<file path="src/rtl/nibble_serial_add_ctrl.sv">


module nibble_serial_add_ctrl #(
  parameter int NIBBLES = 4
) (
  input  logic                   clk,
  input  logic                   rst,
  input  logic                   in_valid,
  output logic                   in_ready,
  input  logic [4*NIBBLES-1:0]   in_a,
  input  logic [4*NIBBLES-1:0]   in_b,
  input  logic                   in_cin,
  input  logic                   in_sub,
  output logic [3:0]             adder_a,
  output logic [3:0]             adder_b,
  output logic                   adder_cin,
  input  logic [3:0]             adder_sum,
  input  logic                   adder_cout,
  output logic                   out_valid,
  input  logic                   out_ready,
  output logic [4*NIBBLES-1:0]   out_sum,
  output logic                   out_cout,
  output logic                   out_ovf,
  output logic                   busy
);

  localparam int WIDTH = 4 * NIBBLES;
  localparam int IDX_W = $clog2(NIBBLES);
  localparam logic [IDX_W-1:0] LAST_IDX = IDX_W'(NIBBLES - 1);

  typedef enum logic [1:0] {
    IDLE = 2'd0,
    RUN  = 2'd1,
    DONE = 2'd2
  } state_t;

  state_t           state, state_nxt;
  logic [WIDTH-1:0] a_reg, b_reg, result, sum_reg;
  logic             carry, cout_reg, ovf_reg;
  logic [IDX_W-1:0] idx;
  logic [IDX_W+1:0] base;
  logic             last_step;

  assign base      = {idx, 2'b00};
  assign last_step = (idx == LAST_IDX);

  // NOTE: sequential state uses non-blocking assignments so every register samples pre-edge values.
  always_ff @(posedge clk or posedge rst) begin
    if (rst) state <= IDLE;
    else     state <= state_nxt;
  end

  // NOTE: every output of this block gets a default first, so no path can infer a latch.
  always_comb begin
    state_nxt = state;
    in_ready  = 1'b0;
    out_valid = 1'b0;
    busy      = 1'b0;
    adder_a   = 4'h0;
    adder_b   = 4'h0;
    adder_cin = 1'b0;
    unique case (state)
      IDLE: begin
        in_ready = 1'b1;
        if (in_valid) state_nxt = RUN;
      end
      RUN: begin
        busy      = 1'b1;
        adder_a   = a_reg[base +: 4];
        adder_b   = b_reg[base +: 4];
        adder_cin = carry;
        if (last_step) state_nxt = DONE;
      end
      DONE: begin
        busy      = 1'b1;
        out_valid = 1'b1;
        if (out_ready) state_nxt = IDLE;
      end
      default: state_nxt = IDLE;
    endcase
  end

  // Subtraction is A + ~B + ~borrow, so the operand and carry are inverted once at acceptance.
  always_ff @(posedge clk or posedge rst) begin
    if (rst) begin
      a_reg    <= '0;
      b_reg    <= '0;
      result   <= '0;
      sum_reg  <= '0;
      carry    <= 1'b0;
      cout_reg <= 1'b0;
      ovf_reg  <= 1'b0;
      idx      <= '0;
    end else begin
      case (state)
        IDLE: begin
          if (in_valid) begin
            a_reg  <= in_a;
            b_reg  <= in_sub ? ~in_b : in_b;
            carry  <= in_sub ^ in_cin;
            idx    <= '0;
            result <= '0;
          end
        end
        RUN: begin
          result[base +: 4] <= adder_sum;
          carry             <= adder_cout;
          if (!last_step) idx <= idx + 1'b1;
          if (last_step) begin
            // Published result lives apart from the working register so it survives the next accept.
            sum_reg  <= {adder_sum, result[WIDTH-5:0]};
            cout_reg <= adder_cout;
            ovf_reg  <= (a_reg[WIDTH-1] == b_reg[WIDTH-1]) & (adder_sum[3] != a_reg[WIDTH-1]);
          end
        end
        default: ;
      endcase
    end
  end

  assign out_sum  = sum_reg;
  assign out_cout = cout_reg;
  assign out_ovf  = ovf_reg;

endmodule

</file>
<file path="config.mk">
export PLATFORM = sky130hd
export DESIGN_NAME = nibble_serial_add_ctrl
export DESIGN_NICKNAME = d
export VERILOG_FILES = /design/src/rtl/nibble_serial_add_ctrl.sv
export SDC_FILE = /design/constraint.sdc
export NUM_CORES = 1
export LEC_CHECK = 0
export CORE_MARGIN = 3
export CORE_UTILIZATION = 54
export DETAILED_ROUTE_END_ITERATION = 16
export GPL_ROUTABILITY_DRIVEN = 1
export PLACE_DENSITY = 0.83
export SETUP_SLACK_MARGIN = 0.4
export SLEW_MARGIN = 10
export SYNTH_ARGS = -nofsm -noshare
export SYNTH_HDL_FRONTEND = slang
export SYNTH_SLANG_ARGS = --single-unit
</file>
<file path="constraint.sdc">
create_clock -name clk -period 5.7 [get_ports clk]
set_input_delay 0.57 -clock clk [delete_from_list [all_inputs] [get_ports clk]]
set_output_delay 0.57 -clock clk [all_outputs]
set_load 0.1 [all_outputs]
</file>
---- After elaboration in Yosys (flattened, before gate mapping) ----
Index checks and enable logic that the tools add are counted.
storage, ports and cells
  register bits ........................... 71
  bits in latches ......................... 0
  bits in writable memories ............... 0
  bits in read-only memories .............. 0
  bits of input ports ..................... 43
  output and inout port bits .............. 30
  logic and storage cells ................. 54
  memories kept ........................... 0
operators by class
  $add $sub $neg .......................... 2
  multiply operators ...................... 0
  div/mod/pow operators ................... 0
  order comparisons ....................... 0
  equality and inequality tests ........... 9
  shifts and indexed selects .............. 4
  muxes and demuxes ....................... 19
  bitwise gates (word level) .............. 3
  reduce and logical (&&, ||, !) cells .... 8
operators by type and width
  operator                                               number
  two-way mux 16 bit                                     2
  case mux 16 bit (2 select lines)                       1
  variable part select 16 x 5 -> 4 bit                   2
  bitwise mux 16 bit                                     1
  inverter 16 bit                                        1
  variable shift 4 x 6 -> 16 bit (first input constant)  1
  variable part select 4 x 6 -> 16 bit                   1
  two-way mux 2 bit                                      5
  two-way mux 4 bit                                      2
  != test 2 bit (second input constant)                  4
  negation 4 -> 6 bit                                    1
  case mux 2 bit (3 select lines)                        1
  AND reduction 2 bit                                    3
  AND reduction 3 bit                                    2
  two-way mux 1 bit                                      5
  equality test 2 bit (second input constant)            2
  case mux 2 bit (2 select lines)                        1
  adder 2 x 1 -> 2 bit (second input constant)           1
  equality test 2 x 1 -> 1 bit (second input constant)   1
  logical NOT 2 bit                                      1
  case mux 1 bit (2 select lines)                        1
  nonzero test 2 bit                                     1
  OR reduction 2 bit                                     1
  bitwise AND 1 bit                                      1
  3 further kinds                                        3

---- Longest topological paths before layout ----
Gate-level depths: netlist of the first run.
  word-level depth ........................ 4
  depth in mapped cells ................... 7
  gate-level depth less buffers ........... 5

---- Least setup slack after synthesis of the first run ----
OpenSTA, ideal clock, no wires.
  kind .................................... reg-to-output
  start point ............................. register state[1]
  end point ............................... output port adder_a[0]
  data arrival time ....................... 1757 ps
  data required time ...................... 5130 ps
  path slack .............................. 3373 ps
  cell stages (with the launch flop) ...... 6
  buffers on the path ..................... 2
  path through ............................ dfrtp_1 inv_1 ha_1 buf_2 clkbuf_1 and2_1
between the ends
  word-level cells in the longest chain between the ends .. 2
ends and longest elaborated chain
  what                          RTL line  source
  start: declaration            37        state_t state, state_nxt;
  start signal: assignment      50        else state <= state_nxt;
  equality test 2 x 1 -> 1 bit  62        unique case (state)
  two-way mux 4 bit             62
  end: declaration              14        output logic [3:0] adder_a,
No other way between the ends.

---- Final worst setup path of the first run ----
  start point ............................. register idx[0]
  end point ............................... output port adder_b[1]
between the ends
  word-level cells in the longest chain between the ends .. 2
ends and longest elaborated chain
  what                                  RTL line  source
  start: declaration                    40        logic [IDX_W-1:0] idx;
  start signal: assignment              108       if (!last_step) idx <= idx + 1'b1;
  variable part select 16 x 5 -> 4 bit  70        adder_b = b_reg[base +: 4];
  two-way mux 4 bit                     62
  end: declaration                      15        output logic [3:0] adder_b,
No other way between the ends.

==> metrics.txt, run 1 <==
status=complete, no violations; Syn Inst Count=between 200 and 300; Reg2Reg Capture Point=result[1]; ys flop type=dfrtp_1; dpl hpwl=4270 µm; setup TNS=0 ps; required time worst endpoint=around 5000 ps; Via Count=2,196; Synth area leaders=dfrtp_1, mux2_2, o21ai_0; grt ovf=0; Detail Route Antenna Nets=0; Final Hold Fails=0; die height=82.9 µm; minimum clock period=~3500 ps; Chip Width=approximately 83 µm; Clock Sinks=67; area of the mapped netlist=3190 µm²; flops & latches, synth=67; Iteration-0 DRC Markers=72; CTS tree=built; endpoints failing setup=0; number of flops mapped to enable cells by yosys=0; largest net degree at the start of global routing=about 70; critical-path cell list=mux4_1 -> and2_1 -> clkdlybuf4s50_1; Avg Inst Size Synth=between 10 and 15 µm²; Worst Tran Pin Value=around 1000 ps; CORE AREA=between 5000 and 6000 µm²; CP endpoint kind=output pin; Layout Skew=between 10 and 15 ps; Port Buffers=~70; clk buf depth=2; post-CTS setup buffers=0; hold buffer count at cts=0; max incr delay on CP=~970 ps; post-DR vias/cell=5.28; final layout net count=between 300 and 400; Starting Density=about 57%; Max Clock Freq=about 290 MHz; maximum capacitance violations=0; area grow syn2layout=30.7%; data arrival time of the worst path=around 2900 ps; CP Buf/Inv Count=1; global-route wire length before repair=10,700 µm; reg2reg path depth=5; DRC viols=0; share of flip-flops with an asynchronous set or reset=between 90% and 100%; clock root cell=clkbuf_8; CP Launch Point=idx[0]; max-slew violation count=0; reg2reg start=state[1]; Die ar.=6860 µm²; most common cell in the synthesized netlist=dfrtp_1; sequential share of the synthesized area=~53%; Synth Warn #=0; share of layout cells above drive strength 1=~15%; r2r setup slk=roughly 3600 ps; Max H-tree Level=3; Yosys cell types=34; vias in the first global route=~2,300; All-Layer GR Usage=about a fifth; Net Count, Synth=320; initial antenna violation count=0; Crit. path cell count=3; IO Count=between 70 and 80; CP max FO=16; Hold Path Class=flop to flop; RSZ-0062 raised after global routing=false; Setup CP Type=flop to output pin; Top delay family on crit path=buffers and inverters; PostCTS Resize Cnt=0; gp weighted congestion=about 0.75; clk slew on worst S/H paths=70 ps; Setup crit start kind=flop; WL/cell=roughly 15 µm; Fillers=between 300 and 400; Max-Slew Margin vs Limit=between 30% and 40%; CTS Buf Count=9; Antenna diodes=0; most area-hungry cell type in the Yosys netlist=dfrtp_1; post-synth top area share=about 53%; Clk Latency, worst-skew pair=approximately 350 ps; drt first pass iters=4; Final Cycle Share=61.2%; worst setup path endpoint=adder_b[1]; drt total wl=6320 µm; Post-synth top cells=dfrtp_1, nand2_1, o21ai_0, mux2_2, xnor2_1; slowest stage cell on the critical path=clkdlybuf4s50_1; Row Count=27
-- layout make-up --
cell class / count / area (µm²) / share of cell area, %
clock buffers: 11 / 141 / 3.39
clock inverters: 5 / 100 / 2.40
inverters: 15 / 56.3 / 1.35
multi-input cells: 172 / 1370 / 32.8
flip-flops and latches: 67 / 1680 / 40.2
well taps: 72 / 90.1 / 2.16
repair buffers: 74 / 736 / 17.6
-- worst min path at each step --
stage | end | startpoint | cells past startpoint | slack, ps
after floorplan | b_reg[4] | b_reg[4] | 2 | 440
after global placement | b_reg[1] | b_reg[1] | 2 | 460
after detailed placement | b_reg[4] | b_reg[4] | 2 | 460
after CTS | b_reg[4] | b_reg[4] | 2 | 480
after global routing | result[7] | result[7] | 1 | 500
final | b_reg[4] | b_reg[4] | 2 | 480
-- layer usage --
layer  wire length (µm)  global-route usage [%]  part of all wire [%]  up-vias
met5                  0                       0                     0        -
met4                141                    9.21                   2.2        0
met3                319                    4.76                   5.0       13
met2               3100                    32.1                    49       58
met1               2770                    24.9                    44     1058
li1                   -                       -                     -     1067
-- kinds of logic (layout without fill, tap and decap cells) --
family          after synthesis  after routing  synth area share [%]
compound gates               44             44                  8.00
flops                        67             67                  52.6
buf+inv                      30            105                  4.51
mux                          39             39                  16.9
xor+xnor                     17             17                  4.67
fa+ha+maj                     8              8                  3.14
simple gates                 64             64                  10.2
-- placed cells by master, fill, tap and decap left out, types with 3 or more instances in the layout --
cell and instances:
and2_1 9, bufinv_16 3, clkbuf_8 10, clkdlybuf4s50_1 72, dfrtp_1 67, ha_1 8, inv_1 14, mux2_2 26
mux2i_1 5, mux4_1 4, mux4_2 4, nand2_1 32, nand2b_1 4, nand3_1 4, nand4_1 5, o21ai_0 30
o2bb2ai_1 5, xnor2_1 16
-- stage by stage --
step / hold WS [ps] / worst slack, ps / std cells / area [µm²] / utilization, %
4_1_cts: 479 / 2200 / 416 / 4170 / 74.3
2_1_floorplan: 442 / 3370 / 269 / 3190 / -
3_3_place_gp: 457 / 2640 / 400 / 3930 / 70.0
5_1_grt: 505 / 2130 / 416 / 4170 / 74.3
6_report: 477 / 2210 / 416 / 4170 / 74.3
3_5_place_dp: 463 / 2610 / 400 / 3930 / 70.0
-- worst register-to-register path: stages, from the launching register on --
cell,delay [ps]
dfrtp_1,390
inv_1,100
ha_1,580
mux2_2,460
o21a_1,310
mux2i_1,220
Power of run 1 is not shown: default switching activity piles up to over one toggle a cycle in this logic, so the estimate is an artifact.
==> inputs of run 2 (changes only) <==
--- a/config.mk
+++ b/config.mk
@@ -6,10 +6,10 @@
 export NUM_CORES = 1
 export LEC_CHECK = 0
 export CORE_MARGIN = 3
-export CORE_UTILIZATION = 54
+export CORE_UTILIZATION = 50
 export DETAILED_ROUTE_END_ITERATION = 16
 export GPL_ROUTABILITY_DRIVEN = 1
-export PLACE_DENSITY = 0.83
+export PLACE_DENSITY = 0.78
 export SETUP_SLACK_MARGIN = 0.4
 export SLEW_MARGIN = 10
 export SYNTH_ARGS = -nofsm -noshare
==> constraint.sdc (replaced) <==
create_clock -name clk -period 3.54 [get_ports clk]
set_input_delay 0.354 -clock clk [delete_from_list [all_inputs] [get_ports clk]]
set_output_delay 0.354 -clock clk [all_outputs]
set_load 0.1 [all_outputs]
==> run 2 against run 1 <==
Cell area is 2.0% lower; sequential cell count stayed put; sequential share of layout area rose by 0.80 points; global-route usage decreased by 0.63 points; wire length is 1.6% lower; critical path depth is the same; utilization down 6.9 points; clock-buffer cell count grew 2; final cell count up 0.48%.
==> metrics.txt, run 2 (same netlist as run 1, synthesis figures left out) <==
status=complete, no violations; Setup CP Type=flop to output pin; endpoints failing setup=0 (unchanged); Final Hold Fails=0 (unchanged); pre-CTS setup slack=1290 ps (-1310 ps); Area after DPL=3910 µm² (-0.48%); CORE AREA=6060 µm² (+8.1%); vias in the first global route=2,356 (+3.3%); Setup crit start kind=flop; CTS Buf Count=9 (unchanged); max incr delay on CP=1160 ps (+190 ps); routed length on met3=352 µm (+10%); most common cell after layout, fill and taps aside=dfrtp_1; drt total wl=6220 µm (-1.6%); Fillers=489 (+23%); post-layout util=67.4% (-6.9 points); grt ovf=0 (unchanged); dpl hpwl=4330 µm (+1.4%); IO Count=73 (unchanged); Max H-tree Level=3 (unchanged); hold buffer count at cts=0 (unchanged); CTS tree=built; max-slew violation count=0 (unchanged); PostCTS Resize Cnt=0 (unchanged); routed wl met2=3090 µm (about the same); area grow syn2layout=28.2%; CP Buf/Inv Count=2 (+1); die height=85.9 µm (+3.6%); required time worst endpoint=3190 ps (-1940 ps); Layout Skew=5.35 ps (-4.72 ps); CP endpoint kind=output pin; Port Buffers=72 (unchanged); post-DR vias/cell=5.31 (+0.56%); share of layout cells above drive strength 1=17.5% (+2.4 points); most frequent cells in the layout=dfrtp_1, clkdlybuf4s50_1, nand2_1; uppermost layer routed=met4; Worst Tran Pin Value=1050 ps (+53.9 ps); final layout net count=390 (unchanged); maximum capacitance violations=0 (unchanged); global-route wire length before repair=11,000 µm (+2.4%); clock root cell=clkbuf_8; Row Count=28 (+3.7%); Top delay family on crit path=buffers and inverters; All-Layer GR Usage=19.1% (-0.63 points); clk buf depth=2 (unchanged); setup TNS=0 ps (unchanged); Max-Slew Margin vs Limit=29.8% (-3.6 points); clk slew on worst S/H paths=70 ps (about the same); Detail Route Antenna Nets=0 (unchanged); largest net degree at the start of global routing=68 (unchanged); Iteration-0 DRC Markers=70 (-2.8%); hold path cells=2 (unchanged); initial antenna violation count=0 (unchanged); Via Count=2,219 (+1.0%); PnR worst setup slack=971 ps (-1240 ps); CP max FO=5 (-11); reg2reg path depth=5 (unchanged); DRC viols=0 (unchanged); design area=4090 µm² (-2.0%); data arrival time of the worst path=2210 ps (-710 ps); drt first pass iters=5 (+1); slowest stage cell on the critical path=clkdlybuf4s50_1; sequential cell area=1680 µm² (unchanged); Max Clock Freq=approximately 400 MHz; RSZ-0062 raised after global routing=false; post-CTS setup buffers=0 (unchanged); Final Cycle Share=a little over 70%; minimum clock period=around 2600 ps; WL/cell=14.9 µm (-2.1%); Hold Path Class=flop to flop; Crit. path cell count=3 (unchanged); Starting Density=52.6% (-4.3 points); Clock Sinks=67 (unchanged); Die ar.=7370 µm² (+7.4%); area taken by multi-input logic gates=1370 µm² (unchanged); Antenna diodes=0 (unchanged); Clk Latency, worst-skew pair=340 ps (about the same); Chip Width=85.9 µm (+3.6%); gp weighted congestion=0.764 (+2.1%); critical-path cell list=inv_1 -> ha_1 -> clkdlybuf4s50_1; Routed met1 length=2630 µm (-4.9%)
-- run 2: cell count changes in the layout (fill, tap and decap cells not counted), sizes merged --
| cell | previous run | this run |
|---|---|---|
| bufinv | 3 | 0 |
| clkdlybuf4s50 | 72 | 63 |
| clkbuf | 11 | 13 |
| buf | 2 | 11 |
-- run 2: routing by layer --
layer / track usage [%] / up-vias
met5: 0 / -
met4: 9.78 / 0
met3: 4.32 / 13
met2: 31.7 / 66
met1: 23.3 / 1071
li1: - / 1069
-- run 2: per-stage QoR --
stage               hold slack [ps]  instances
finish                          471        418
global placement                453        403
detailed placement              462        403
global route                    512        418
CTS                             477        418
floorplan                       442        269
-- run 2: layout make-up --
| class | count | area share (%) |
|---|---|---|
| sequential | 67 | 41.0 |
| multi-input combinational | 172 | 33.5 |
| timing repair buffer | 74 | 17.4 |
| clock buffer | 13 | 4.13 |
| tap | 75 | 2.30 |
| inverter | 15 | 1.38 |
| clock inverter | 2 | 0.245 |
-- run 2: path summary, 6_finish.rpt --
| check | startpoint | to | slack (ps) |
|---|---|---|---|
| max | state[0] | in_ready | 970 |
| min | b_reg[4] | b_reg[4] | 470 |
| max reg2reg | state[1] | result[0] | 1400 |
| min reg2reg | b_reg[4] | b_reg[4] | 470 |
| max in group asynchronous | rst | idx[1] | 2430 |
| min in group asynchronous | rst | out_sum[10] | 580 |
-- run 2: worst register-to-register path: stages (launching register included) --
cell	delay, ps
dfrtp_1	390
inv_1	100
ha_1	590
mux2_2	460
o21a_1	310
mux2i_1	210
Power of run 2 is left out for the same reason.
==> inputs of run 3 (changes only) <==
==> constraint.sdc (replaced) <==
create_clock -name clk -period 2.7 [get_ports clk]
set_input_delay 0.27 -clock clk [delete_from_list [all_inputs] [get_ports clk]]
set_output_delay 0.27 -clock clk [all_outputs]
set_load 0.1 [all_outputs]
==> run 3 against run 2 <==
Worst setup slack worse by 490 ps; register-to-register slack worse by 510 ps; final cell count up 0.96%; sequential share of layout area down 0.34 points; critical path depth unchanged; critical endpoint is now adder_a[3]; non-clock buffer count up 3; clock-buffer cell count down 2; highest routed layer unchanged; via count down 0.27%; clock skew up 1.3 ps; first-iteration DRC count up 11%; utilization up 0.66 points; hold slack worse by 180 ps.
==> metrics.txt, run 3 (same netlist as run 1, synthesis figures left out) <==
Clk Latency, worst-skew pair=340 ps (about the same); gp weighted congestion=0.758 (-0.79%); grt ovf=0 (unchanged); drt total wl=6290 µm (+1.1%); Port Buffers=72 (unchanged); Antenna diodes=0 (unchanged); vias in the first global route=2,306 (-2.1%); Layout Skew=6.67 ps (+1.33 ps); Final Hold Fails=0 (unchanged); setup TNS=0 ps (unchanged); Setup crit start kind=flop; final layout net count=393 (+0.77%); DRC viols=0 (unchanged); All-Layer GR Usage=18.5% (-0.59 points); WL/cell=14.9 µm (+0.10%); minimum clock period=between 2000 and 2500 ps; Detail Route Antenna Nets=0 (unchanged); most frequent cells in the layout=dfrtp_1, clkdlybuf4s50_1, nand2_1; Die ar.=7370 µm² (unchanged); Hold Path Class=primary input to asynchronous set/reset pin; Iteration-0 DRC Markers=78 (+11%); clk slew on worst S/H paths=70 ps (about the same); post-DR vias/cell=5.24 (-1.2%); required time worst endpoint=2430 ps (-760 ps); status=complete, no violations; initial antenna violation count=0 (unchanged); Starting Density=52.6% (unchanged); CP max FO=16 (+11); largest net degree at the start of global routing=50 (-26%); Worst Tran Pin Value=552 ps (-498 ps); die height=85.9 µm (unchanged); IO Count=73 (unchanged); maximum capacitance violations=0 (unchanged); Setup CP Type=flop to output pin; clock root cell=clkbuf_8; most common cell after layout, fill and taps aside=dfrtp_1; Chip Width=85.9 µm (unchanged); drt first pass iters=4 (-1); hold_ws=292 ps (-180 ps); RSZ-0062 raised after global routing=false; clk buf depth=2 (unchanged); global-route wire length before repair=10,500 µm (-4.8%); data arrival time of the worst path=1950 ps (-260 ps); Max-Slew Margin vs Limit=63.1% (+33 points); Via Count=2,213 (-0.27%); Fillers=483 (-1.2%); Max Clock Freq=450 MHz; CORE AREA=6060 µm² (unchanged); post-CTS setup buffers=0 (unchanged); max-slew violation count=0 (unchanged); CP endpoint kind=output pin; dpl hpwl=4530 µm (+4.5%); Max H-tree Level=3 (unchanged); share of layout cells above drive strength 1=25.4% (+7.9 points); Clock Sinks=67 (unchanged); CTS tree=built; Row Count=28 (unchanged); Final Cycle Share=82.3%; CTS Buf Count=9 (unchanged); endpoints failing setup=0 (unchanged); area grow syn2layout=29.4%
## run 3: layout make-up
type                    instances  area (µm²)  share of cell area [%]
multi-input cells             172        1370                    33.2
inverters                      15        56.3                    1.36
well taps                      75        93.8                    2.27
clock buffers                  11         141                    3.43
clock inverters                 5        52.6                    1.27
repair buffers                 77         733                    17.8
flip-flops and latches         67        1680                    40.7
## run 3: metal layers
metal,global-route usage (%),vias to the layer above,wire [µm]
met5,0,-,0
met4,9.06,0,132
met2,29.4,62,3060
met3,5.96,11,422
li1,-,1072,-
met1,22.8,1068,2670
## run 3: path summary, 6_finish.rpt
kind                       startpoint          to  slack, ps  cells after the start
setup / recovery               idx[0]  adder_a[3]        480                      3
hold / removal                    rst    a_reg[7]        290                      2
setup reg to reg             state[1]   result[2]        890                      5
hold reg to reg              b_reg[5]    b_reg[5]        480                      2
max in group asynchronous         rst  out_sum[6]       1680                      3
min in group clk             b_reg[5]    b_reg[5]        480                      2
## run 3: repair_timing
item | in CTS | in global routing
hold buffers | 0 | 0
setup endpoints to repair | 6 | 3
gates resized for setup | 1 | 2
## run 3: stage by stage
| stage | util [%] | setup slack, ps | std cells | instance area [µm²] |
|---|---|---|---|---|
| detailed placement | 64.8 | 649 | 406 | 3930 |
| finish | 68.1 | 479 | 422 | 4130 |
| global route | 68.1 | 440 | 422 | 4130 |
| CTS | 68.0 | 426 | 422 | 4120 |
| global placement | 64.8 | 662 | 406 | 3930 |
| floorplan | - | 504 | 269 | 3190 |
## run 3: worst max-delay path, cell delays in order, from the launching register on
cell     delay (ps)
dfrtp_2         610
mux4_1          600
and2_1          170
buf_4           220
Power of run 3 is left out for the same reason.
